==> src/rtl/mem_access_ctrl.sv <==
// mem_access_ctrl
//   Memory-stage controller between the EX/MEM and MEM/WB latches. Issues one
//   cache read or write per memory instruction, freezes the pipeline until
//   dhit, captures load data, resolves branches/jumps into a PC redirect,
//   latches halt and counts memory stall cycles.
//
// Handshake: a request strobe (dmemREN/dmemWEN) is held, together with a
//   stable address and store data, until the cycle dhit is seen high; that
//   edge completes the access. mem_ready high means every upstream latch
//   advances on the coming edge; low means they all hold.
//
// Ports
//   CLK, nRST                 clock, asynchronous active-low reset
//   DRen_i, DWen_i            memory read/write request (read wins if both)
//   alu_out_i, rdat2_i        effective address, store data
//   rdat1_i, Jaddr_i, npc_i   jr target, jump target, PC+4
//   extout_i                  sign-extended branch offset (words)
//   Branch_i .. halt_i        control bits from the EX/MEM latch
//   dmemREN/WEN/addr/store    cache request side
//   dhit, dmemload            cache completion and read data
//   mem_ready                 pipeline advance enable
//   load_data_o/load_valid_o  captured load word for MEM/WB
//   redirect, redirect_pc     PC redirect, valid while mem_ready is high
//   halt_o                    sticky halt
//   stall_cnt_o               saturating stall-cycle count
//   o_fsm_state               current FSM state (debug)
module mem_access_ctrl (
    input  logic        CLK,
    input  logic        nRST,
    input  logic        DRen_i,
    input  logic        DWen_i,
    input  logic [31:0] alu_out_i,
    input  logic [31:0] rdat2_i,
    input  logic [31:0] rdat1_i,
    input  logic [31:0] Jaddr_i,
    input  logic [31:0] npc_i,
    input  logic [31:0] extout_i,
    input  logic        Branch_i,
    input  logic        BNE_i,
    input  logic        zero_i,
    input  logic        jump_i,
    input  logic        jr_i,
    input  logic        halt_i,
    output logic        dmemREN,
    output logic        dmemWEN,
    output logic [31:0] dmemaddr,
    output logic [31:0] dmemstore,
    input  logic        dhit,
    input  logic [31:0] dmemload,
    output logic        mem_ready,
    output logic [31:0] load_data_o,
    output logic        load_valid_o,
    output logic        redirect,
    output logic [31:0] redirect_pc,
    output logic        halt_o,
    output logic [31:0] stall_cnt_o,
    output logic [1:0]  o_fsm_state
);

    typedef enum logic [1:0] {
        S_IDLE = 2'd0,
        S_REQ  = 2'd1,
        S_DONE = 2'd2,
        S_HALT = 2'd3
    } state_t;

    state_t      r_state;
    state_t      w_next;
    logic        w_mem_op;
    logic        w_issue;
    logic        w_ready;
    logic        w_taken;
    logic        r_is_read;
    logic [31:0] r_load_data;
    logic [31:0] r_stall_cnt;

    assign w_mem_op = DRen_i | DWen_i;

    always_comb begin
        w_next  = r_state;
        w_issue = 1'b0;
        w_ready = 1'b0;
        case (r_state)
            S_IDLE: begin
                if (w_mem_op) begin
                    w_issue = 1'b1;
                    w_next  = dhit ? S_DONE : S_REQ;
                end else begin
                    w_ready = 1'b1;
                    // halt is only taken once no access is pending
                    if (halt_i) w_next = S_HALT;
                end
            end
            S_REQ: begin
                w_issue = 1'b1;
                if (dhit) w_next = S_DONE;
            end
            S_DONE: begin
                // release cycle: latch still shows the finished instruction,
                // so no new access is started here
                w_ready = 1'b1;
                w_next  = S_IDLE;
            end
            S_HALT: begin
                w_next = S_HALT;
            end
            default: begin
                w_next = S_IDLE;
            end
        endcase
    end

    always_ff @(posedge CLK or negedge nRST) begin
        if (!nRST) begin
            r_state     <= S_IDLE;
            r_is_read   <= 1'b0;
            r_load_data <= '0;
            r_stall_cnt <= '0;
        end else begin
            r_state <= w_next;
            if (w_issue && dhit) begin
                r_is_read <= DRen_i;
                if (DRen_i) r_load_data <= dmemload;
            end
            if (!w_ready && (r_state != S_HALT) && (r_stall_cnt != 32'hFFFF_FFFF))
                r_stall_cnt <= r_stall_cnt + 32'd1;
        end
    end

    // Reset gates the strobes combinationally so they drop without a clock.
    assign dmemREN      = nRST & w_issue & DRen_i;
    assign dmemWEN      = nRST & w_issue & DWen_i & ~DRen_i;
    assign dmemaddr     = alu_out_i;
    assign dmemstore    = rdat2_i;
    assign mem_ready    = ~nRST | w_ready;
    assign load_data_o  = r_load_data;
    assign load_valid_o = nRST & (r_state == S_DONE) & r_is_read;
    assign halt_o       = nRST & (r_state == S_HALT);
    assign stall_cnt_o  = r_stall_cnt;
    assign o_fsm_state  = r_state;

    assign w_taken     = jr_i | jump_i | (Branch_i & (BNE_i ? ~zero_i : zero_i));
    assign redirect    = nRST & w_ready & (r_state != S_HALT) & w_taken;
    assign redirect_pc = jr_i   ? rdat1_i :
                         jump_i ? Jaddr_i :
                                  npc_i + {extout_i[29:0], 2'b00};

endmodule

==> config.mk <==
export PLATFORM = sky130hd
export DESIGN_NAME = mem_access_ctrl
export DESIGN_NICKNAME = d
export VERILOG_FILES = /design/src/rtl/mem_access_ctrl.sv
export SDC_FILE = /design/constraint.sdc
export NUM_CORES = 1
export LEC_CHECK = 0
export ABC_AREA = 1
export CORE_AREA = 2 2 155 157
export DETAILED_ROUTE_END_ITERATION = 6
export DIE_AREA = 0 0 157 159
export HOLD_SLACK_MARGIN = 0.1
export PLACE_DENSITY_LB_ADDON = 0.25
export SLEW_MARGIN = 20
export SYNTH_ARGS = -nofsm -noshare
export SYNTH_HDL_FRONTEND = slang
export SYNTH_SLANG_ARGS = --single-unit
==> constraint.sdc <==
create_clock -name CLK -period 3.4 [get_ports CLK]
set_clock_uncertainty 0.1 [all_clocks]
set_input_delay 0.85 -clock CLK [delete_from_list [all_inputs] [get_ports CLK]]
set_output_delay 0.85 -clock CLK [all_outputs]
set_load 0.03 [all_outputs]
==> results of run 1 <==
## sequential cells by signal, indices dropped and copies added (netlist names)
register / flops
r_is_read: 1
stall_cnt_o: 32
load_data_o: 32
o_fsm_state: 2
## worst max-delay path by stage
stage	start	end	slack [ns]	cells after the start
global route	npc_i[2]	redirect_pc[14]	-0.20	12
floorplan	npc_i[2]	redirect_pc[10]	-0.15	10
global placement	npc_i[2]	redirect_pc[18]	-1.04	14
CTS	extout_i[0]	redirect_pc[14]	-0.18	12
finish	npc_i[11]	redirect_pc[19]	-0.13	18
detailed placement	npc_i[2]	redirect_pc[18]	-1.03	14
## repair_timing
| action | 4_1_cts | 5_1_grt |
|---|---|---|
| pin swaps | 161 | 114 |
| resized for setup | 486 | 88 |
| setup buffers | 29 | 1 |
| endpoints found under the setup margin | 28 | 27 |
| cloned | 0 | 0 |
## area by class of cell
cell class | count | area (sq um)
tap | 319 | 399.1
inverter | 126 | 478.0
fill | 2150 | 11190
multi-input combinational | 742 | 5356
clock inverter | 6 | 63.81
sequential | 67 | 1677
clock buffer | 10 | 239.0
timing repair buffer | 395 | 3787
## critical path: cells and delay by family
kind                       cells  cell delay, ns
and+or+nand+nor                9            0.63
adders and majority gates      1            0.26
buffers and inverters          8            0.84
## through the flow
| stage | std cells | TNS [ns] | area (sq um) | hold slack (ns) |
|---|---|---|---|---|
| floorplan | 1018 | -0.1529 | 6676 | 0.4041 |
| global placement | 1620 | -17.48 | 9892 | 0.3854 |
| detailed placement | 1620 | -17.95 | 9892 | 0.3925 |
| CTS | 1665 | -1.860 | 11680 | 0.4097 |
| global route | 1665 | -3.594 | 12000 | 0.4173 |
| finish | 1665 | -1.593 | 12000 | 0.4047 |
## where the power goes
group          switching, uW  internal [uW]  total, uW  leakage, uW
Clock                    349            587        936     0.000145
Sequential               187           1060       1250     0.000816
Combinational           1660           1500       3160      0.00480
## layout by cell type (no fill, tap or decap), types with 11 or more instances in the layout
master / n
nor2_2: 12
dfrtp_1: 67
inv_1: 111
a21oi_1: 15
nor3_1: 14
inv_2: 13
ha_4: 29
nand3_2: 21
nor2_4: 21
nand4_1: 12
clkdlybuf4s50_1: 174
nand2_2: 71
nand3_4: 11
nand2_1: 227
dlygate4sd2_1: 18
buf_2: 16
nor2_1: 100
a21oi_2: 16
mux2_4: 29
nand2_4: 34
buf_4: 94
o21ai_0: 19
buf_6: 77
o21ai_1: 11
nand3_1: 20
xor2_1: 26
## kinds of logic after synthesis
logic type / share of synthesized area [%]
buf+inv: 15.85
compound gates: 6.567
simple gates: 34.35
fa+ha+maj: 5.929
xor+xnor: 5.122
mux: 7.036
flops: 25.14
## layer usage
metal	part of all wire (%)	vias up	track usage, %
li1	-	3783	-
met2	49	251	36.06
met5	0.050	-	0
met3	6.1	55	3.674
met1	42	3491	24.19
met4	2.9	2	6.756
==> impl_metrics.py, run 1 <==
metrics = {
    "status": {
        "status": "complete, but fails checks",
        "violations": "negative setup slack",
    },
    "timing": {
        "fin_crit_sh_pct": 103.9,
        "max_freq_ghz": 0.2830,
        "rsz0062_at_grt": "true",
        "setup_ws_ns": -0.1333,
        "maxSlewViolCount": 0,
        "relSlewSlack_pct": 69.62,
        "min_period_ns": 3.533,
        "hold_violations": 0,
        "worst_slew_pin_slew_ns": 0.4557,
        "setup_viol": 21,
    },
    "clocking": {
        "cts_sinks": 67,
        "htreeDepth": 3,
        "clock-root-buffer": "clkbuf_16",
        "cts_tree": "built",
        "clk_latency_ns": 0.33,
        "path_clk_slew_ns": 0.06,
        "cts_buffers": 9,
        "cts_buffer_depth": 2,
        "cts_hold_buf": 0,
    },
    "synthesis": {
        "synth_edf_count": 0,
        "yosys-top-cells-area": "dfrtp_1 25%, nand2_1 19%, nor2_1 7.3%, buf_4 7.2%, inv_1 7.0%",
        "synthFlopType": "dfrtp_1",
        "synth_area_leader_cell": "dfrtp_1",
        "synthArstFlopShare_pct": 100.0,
        "synth.avg_cell_area_sq_um": 6.551,
        "synth_most_common_cell": "nand2_1",
        "seq_area_frac_synth_pct": 25.14,
        "yosysUniqueCellTypes": 36,
        "synth_common_cells": "330 x nand2_1, 129 x nor2_1, 124 x inv_1",
        "synth_nets": 1284,
        "synth-seq-cells": 67,
        "syn_area_sq_mm": 0.006669,
        "yosys_warnings": 0,
        "yosysTopAreaCellShare_pct": 25.14,
        "synth_cells": 1018,
    },
    "global_route": {
        "grt_pass1_vias": 7827,
        "grt_max_degree": 36,
        "antenna_found_initial": 1,
        "overflow": 0,
        "grt_usage_pct": 20.21,
        "grt_pass1_wl_mm": 40.04,
    },
    "worst_setup_path": {
        "path_max_fanout": 3,
        "crit_path_top_delay_cell": "ha_4",
        "cp.required_ns": 2.45,
        "crit_arrival_ns": 2.58,
        "cp_cell_sequence": "buf_6, ha_4, buf_6, buf_6, nand2_8, buf_6, nor2_4, buf_6, nand2_4, buf_6, inv_2, nand2_2, nand2_1, nand2_1, nand3_2, nand2_1, nand2_1, buf_6",
        "cp-end-kind": "output pin",
        "critical_path.most_common_cell": "buf_6",
        "crit_path_start_kind": "primary input",
        "reg2reg_depth": 8,
        "r2r_slack_ns": 1.32,
        "slowest_delay_ns": 0.26,
        "crit_type": "primary input to output pin",
        "worstReg2RegStart": "stall_cnt_o[1]",
        "reg2reg_to": "stall_cnt_o[24]",
    },
    "finish": {
        "syn_to_final_growth_pct": 79.94,
        "nets": 1607,
        "num_antenna_cells": 0,
        "utilization_pct": 51.74,
        "final_layout_size_suffix_gt1_share_pct": 37.07,
    },
    "routing": {
        "antenna_left": 0,
        "finalWirelength_mm": 25.94,
        "wl_per_cell_um": 15.58,
        "post_drt_via_cell_ratio": 4.554,
        "dr.pass1.iters": 5,
        "drc": 0,
        "vias": 7582,
        "drt_iter0_drc": 221,
    },
    "floorplan": {
        "die-width_um": 157,
        "start_util_pct": 28.75,
        "dieArea_sq_mm": 0.02496,
        "core-area_sq_mm": 0.02319,
        "die_h_um": 159,
        "fp-row-count": 56,
        "ios": 403,
    },
    "hold_path": {
        "hold_depth": 1,
        "hold_end": "load_data_o[1]",
        "hold_path_class": "flip-flop to flip-flop",
        "min_from": "load_data_o[1]",
    },
    "power": {
        "p_per_area_mw_per_mm2": 445.4,
        "vdd_ir_drop_max_mv": 0.3415,
        "p_leak_uw": 0.005765,
        "power_uw": 5345,
    },
    "placement": {
        "pre_cts_slack_ns": -1.033,
        "numPortBuffers": 272,
        "place_hpwl_mm": 20.09,
        "place_congestion": 0.9058,
    },
    "job": {
        "drv_cap": 0,
    },
}
No activity file was read; power rests on OpenSTA's default activity.
==> run 2: changes to the inputs <==
--- a/config.mk
+++ b/config.mk
@@ -8,4 +8,5 @@
 export ABC_AREA = 1
 export CORE_AREA = 2 2 155 157
+export CTS_CLUSTER_DIAMETER = 150
 export DETAILED_ROUTE_END_ITERATION = 6
 export DIE_AREA = 0 0 157 159
==> constraint.sdc (replaced) <==
create_clock -name CLK -period 3.4 [get_ports CLK]
set_clock_uncertainty 0.1 [all_clocks]
set_input_delay 0.85 -clock CLK [delete_from_list [all_inputs] [get_ports CLK]]
set_output_delay 0.85 -clock CLK [all_outputs]
set_load 0.05 [all_outputs]
==> impl_metrics.py, run 2 (synthesis gave the netlist of run 1 again) <==
metrics = {
    "timing": {
        "worst_slew_pin_slew_ns": 0.8126,
        "relSlewSlack_pct": 45.82,
        "maxSlewViolCount": 0,
        "max_freq_ghz": 0.2849,
        "holdWs_ns": 0.2566,
        "rsz0062_at_grt": "true",
        "hold_violations": 0,
        "finalSetupTns_ns": -1.014,
        "setup_viol": 16,
        "fin_crit_sh_pct": 103.2,
        "setup_ws_ns": -0.1105,
        "min_period_ns": 3.510,
    },
    "placement": {
        "place_hpwl_mm": 19.84,
        "numPortBuffers": 272,
        "place_congestion": 0.8909,
        "pre_cts_slack_ns": -0.7350,
        "dp.cells": 1605,
    },
    "global_route": {
        "grt_pass1_wl_mm": 39.36,
        "grt_usage_pct": 19.79,
        "grt_pass1_vias": 7703,
        "overflow": 0,
        "antenna_found_initial": 0,
        "grt_max_degree": 65,
    },
    "clocking": {
        "cts_hold_buf": 0,
        "clk_latency_ns": 0.33,
        "cts_sinks": 67,
        "cts_buffer_depth": 2,
        "cts_buffers": 9,
        "htreeDepth": 3,
        "cts_tree": "built",
        "clock-root-buffer": "clkbuf_16",
        "path_clk_slew_ns": 0.06,
    },
    "floorplan": {
        "die_h_um": 159,
        "dieArea_sq_mm": 0.02496,
        "fp-row-count": 56,
        "die-width_um": 157,
        "ios": 403,
        "core-area_sq_mm": 0.02319,
        "start_util_pct": 28.75,
    },
    "routing": {
        "antenna_left": 0,
        "post_drt_via_cell_ratio": 4.564,
        "finalWirelength_mm": 25.82,
        "dr.pass1.iters": 4,
        "drc": 0,
        "wl_per_cell_um": 15.75,
        "vias": 7481,
        "drt_iter0_drc": 231,
    },
    "finish": {
        "final_layout_size_suffix_gt1_share_pct": 38.71,
        "final_common_cell": "nand2_1",
        "layoutNonFillerInstCount": 1639,
        "num_antenna_cells": 0,
        "syn_to_final_growth_pct": 82.10,
        "nets": 1581,
        "final_cell_mix": "220 x nand2_1, 174 x clkdlybuf4s50_1, 111 x inv_1",
    },
    "worst_setup_path": {
        "cp-end-kind": "output pin",
        "path_buf_inv": 3,
        "cp_cell_sequence": "buf_6, ha_4, fa_2, nand3_2, nand3_4, nand2_4, nand3_4, buf_6, xnor2_4, nand2_1, o21ai_2, o21ai_2, buf_12",
        "cp.required_ns": 2.45,
        "crit_type": "primary input to output pin",
        "slowest_delay_ns": 0.35,
        "crit_path_start_kind": "primary input",
        "path_max_fanout": 3,
        "cpLargestDelayFamily": "adder cells",
        "crit_arrival_ns": 2.56,
        "crit_path_top_delay_cell": "fa_2",
    },
    "power": {
        "vdd_ir_drop_max_mv": 0.3659,
        "power_uw": 5973,
        "p_per_area_mw_per_mm2": 491.8,
        "p_leak_uw": 0.005751,
    },
    "hold_path": {
        "hold_path_class": "primary input to asynchronous set/reset pin",
    },
    "status": {
        "violations": "negative setup slack",
        "status": "complete, but fails checks",
    },
    "job": {
        "drv_cap": 0,
    },
}
run 2: cell count changes in the layout (fill, tap and decap cells not counted), sizes merged:
cell           before  now
bufinv              1    2
clkdlybuf4s15       8    4
clkinv              2    1
buf               195  170
clkbuf             10   24
dlygate4sd2        18    7
run 2: worst paths after layout:
kind                                   endpoint  slack [ns]             from  cells after the start
worst min-delay path             o_fsm_state[0]        0.26             nRST                      1
worst max register to register  stall_cnt_o[26]        1.31  stall_cnt_o[11]                      6
worst min register to register  load_data_o[29]        0.41  load_data_o[29]                      1
worst max-delay path            redirect_pc[10]       -0.11      extout_i[0]                     13
max in group asynchronous       load_data_o[29]        1.90             nRST                      2
min in group CLK                load_data_o[29]        0.41  load_data_o[29]                      1
run 2: area by class of cell:
type	count	area [sq um]
fill	2176	11050
multi-input combinational	742	5515
timing repair buffer	369	3760
sequential	67	1677
inverter	126	475.5
tap	319	399.1
clock buffer	10	229.0
clock inverter	6	88.84
run 2: metrics by stage:
stage          util [%]  cell area (sq um)
3_5_place_dp      44.31              10280
6_report          52.36              12140
4_1_cts           50.72              11760
3_3_place_gp      44.31              10280
2_1_floorplan         -               6738
5_1_grt           52.36              12140
run 2: layer usage:
layer	track usage, %	wire [um]	vias to the layer above	part of all wire [%]
li1	-	-	3727	-
met1	23.31	10610	3452	41
met2	35.77	12950	259	50
met3	4.300	1703	43	6.6
met4	5.546	558	0	2.2
met5	0	0	-	0
run 2: power breakdown:
part / switching, uW / internal (uW) / leakage [uW]
combinational: 2170 / 1570 / 0.00479
clock: 351 / 643 / 0.000149
sequential: 181 / 1060 / 0.000816
total: 2700 / 3270 / 0.00575
run 2: worst reg2reg max path: cells and delay by family (launching register included):
| kind | cells | cell delay, ns |
|---|---|---|
| xor+xnor | 1 | 0.15 |
| flops | 1 | 0.48 |
| simple gates | 5 | 1.25 |
run 2: repair_timing:
item | CTS | global route
buffers inserted | 13 | 7
pin swaps | 128 | 112
resized for setup | 423 | 145
endpoints found under the setup margin | 29 | 27
==> run 3: changes to the inputs <==
- CTS_BUF_LIST: not set -> sky130_fd_sc_hd__clkbuf_4 sky130_fd_sc_hd__clkbuf_8 sky130_fd_sc_hd__clkbuf_16
==> impl_metrics.py, run 3 (synthesis gave the netlist of run 1 again) <==
metrics = {
    "timing": {
        "setup_viol": 16,
        "min_period_ns": 3.510,
        "maxSlewViolCount": 0,
        "finalSetupTns_ns": -1.013,
        "fin_crit_sh_pct": 103.2,
        "rsz0062_at_grt": "true",
        "max_freq_ghz": 0.2849,
        "setup_ws_ns": -0.1105,
        "relSlewSlack_pct": 45.59,
        "worst_slew_pin_slew_ns": 0.8162,
        "holdWs_ns": 0.2564,
        "hold_violations": 0,
    },
    "global_route": {
        "overflow": 0,
        "grt_pass1_vias": 7703,
        "grt_usage_pct": 19.79,
        "grt_pass1_wl_mm": 39.36,
        "grt_max_degree": 65,
        "antenna_found_initial": 0,
    },
    "worst_setup_path": {
        "cpLargestDelayFamily": "adder cells",
        "crit_path_start_kind": "primary input",
        "crit_arrival_ns": 2.56,
        "cp_cell_sequence": "buf_6, ha_4, fa_2, nand3_2, nand3_4, nand2_4, nand3_4, buf_6, xnor2_4, nand2_1, o21ai_2, o21ai_2, buf_12",
        "crit_path_top_delay_cell": "fa_2",
        "path_buf_inv": 3,
        "cp-end-kind": "output pin",
        "path_max_fanout": 3,
        "slowest_delay_ns": 0.35,
        "crit_type": "primary input to output pin",
        "cp.required_ns": 2.45,
    },
    "routing": {
        "post_drt_via_cell_ratio": 4.561,
        "wl_per_cell_um": 15.76,
        "dr.pass1.iters": 4,
        "antenna_left": 0,
        "drt_iter0_drc": 232,
        "vias": 7475,
        "finalWirelength_mm": 25.83,
        "drc": 0,
    },
    "finish": {
        "syn_to_final_growth_pct": 82.16,
        "final_cell_mix": "220 x nand2_1, 174 x clkdlybuf4s50_1, 111 x inv_1",
        "num_antenna_cells": 0,
        "final_layout_size_suffix_gt1_share_pct": 38.79,
        "final_common_cell": "nand2_1",
        "nets": 1581,
    },
    "placement": {
        "pre_cts_slack_ns": -0.7350,
        "place_congestion": 0.8909,
        "numPortBuffers": 272,
        "place_hpwl_mm": 19.84,
    },
    "power": {
        "vdd_ir_drop_max_mv": 0.3659,
        "p_leak_uw": 0.005754,
        "p_per_area_mw_per_mm2": 492.3,
    },
    "clocking": {
        "cts_tree": "built",
        "cts_hold_buf": 0,
        "htreeDepth": 3,
        "clk_latency_ns": 0.33,
        "cts_sinks": 67,
        "clock-root-buffer": "clkbuf_16",
        "path_clk_slew_ns": 0.06,
        "cts_buffers": 9,
        "cts_buffer_depth": 2,
    },
    "hold_path": {
        "hold_path_class": "primary input to asynchronous set/reset pin",
    },
    "floorplan": {
        "die-width_um": 157,
        "start_util_pct": 28.75,
        "die_h_um": 159,
        "core-area_sq_mm": 0.02319,
        "fp-row-count": 56,
        "dieArea_sq_mm": 0.02496,
        "ios": 403,
    },
    "job": {
        "drv_cap": 0,
    },
    "status": {
        "status": "complete, but fails checks",
        "violations": "negative setup slack",
    },
}
## run 3: cell counts in the layout (fill, tap and decap cells not counted)
No cell type changed its count.
## run 3: what timing repair did
| action | CTS | global route |
|---|---|---|
| pin swaps | 128 | 112 |
| endpoints found under the setup margin | 29 | 27 |
| gates resized for setup | 423 | 145 |
| setup buffers | 13 | 7 |
## run 3: cell type report
| type | instances | area [sq um] |
|---|---|---|
| Timing Repair Buffer | 369 | 3760 |
| Inverter | 126 | 475.5 |
| Tap cell | 319 | 399.1 |
| Clock buffer | 10 | 232.7 |
| Clock inverter | 6 | 88.84 |
| Multi-Input combinational cell | 742 | 5515 |
| Sequential cell | 67 | 1677 |
| Fill cell | 2174 | 11040 |
## run 3: path summary, 6_finish.rpt
path                                 start               to  slack, ns  cells after the start
max in group asynchronous             nRST  load_data_o[29]       1.90                      2
min                                   nRST   o_fsm_state[0]       0.26                      1
max reg2reg                 stall_cnt_o[0]  stall_cnt_o[26]       1.31                      9
min in group CLK           load_data_o[29]  load_data_o[29]       0.41                      1
min reg2reg                load_data_o[29]  load_data_o[29]       0.41                      1
max                            extout_i[0]  redirect_pc[10]      -0.11                     13
## run 3: metrics by stage
stage | utilization [%] | total power [uW] | area (sq um) | cells
after floorplan | - | 3492 | 6738 | 1018
after global placement | 44.31 | 4622 | 10280 | 1605
after detailed placement | 44.31 | 4647 | 10280 | 1605
after CTS | 50.74 | 5925 | 11770 | 1632
after global routing | 52.38 | 6282 | 12150 | 1639
final | 52.38 | 5980 | 12150 | 1639
## run 3: routing by layer
metal / wire length (um) / global-route usage [%] / vias to the layer above / part of all wire, %
met2: 12960 / 35.77 / 259 / 50
met5: 0 / 0 / - / 0
met3: 1701 / 4.300 / 43 / 6.6
met4: 558 / 5.546 / 0 / 2.2
met1: 10610 / 23.31 / 3446 / 41
li1: - / - / 3727 / -
## run 3: worst reg2reg max path, delay by kind of cell, from the launching register on
| kind | cells | cell delay, ns |
|---|---|---|
| and+or+nand+nor | 4 | 0.41 |
| xor gates and xnor gates | 1 | 0.15 |
| buffers and inverters | 2 | 0.34 |
| AOI/OAI and AO/OA | 1 | 0.36 |
| DFF | 1 | 0.39 |
| adders and majority gates | 1 | 0.21 |
## run 3: power by group
part	leakage, uW	internal (uW)	switching, uW
clock	0.000153	651	350
sequential	0.000816	1060	181
combinational	0.00479	1570	2170
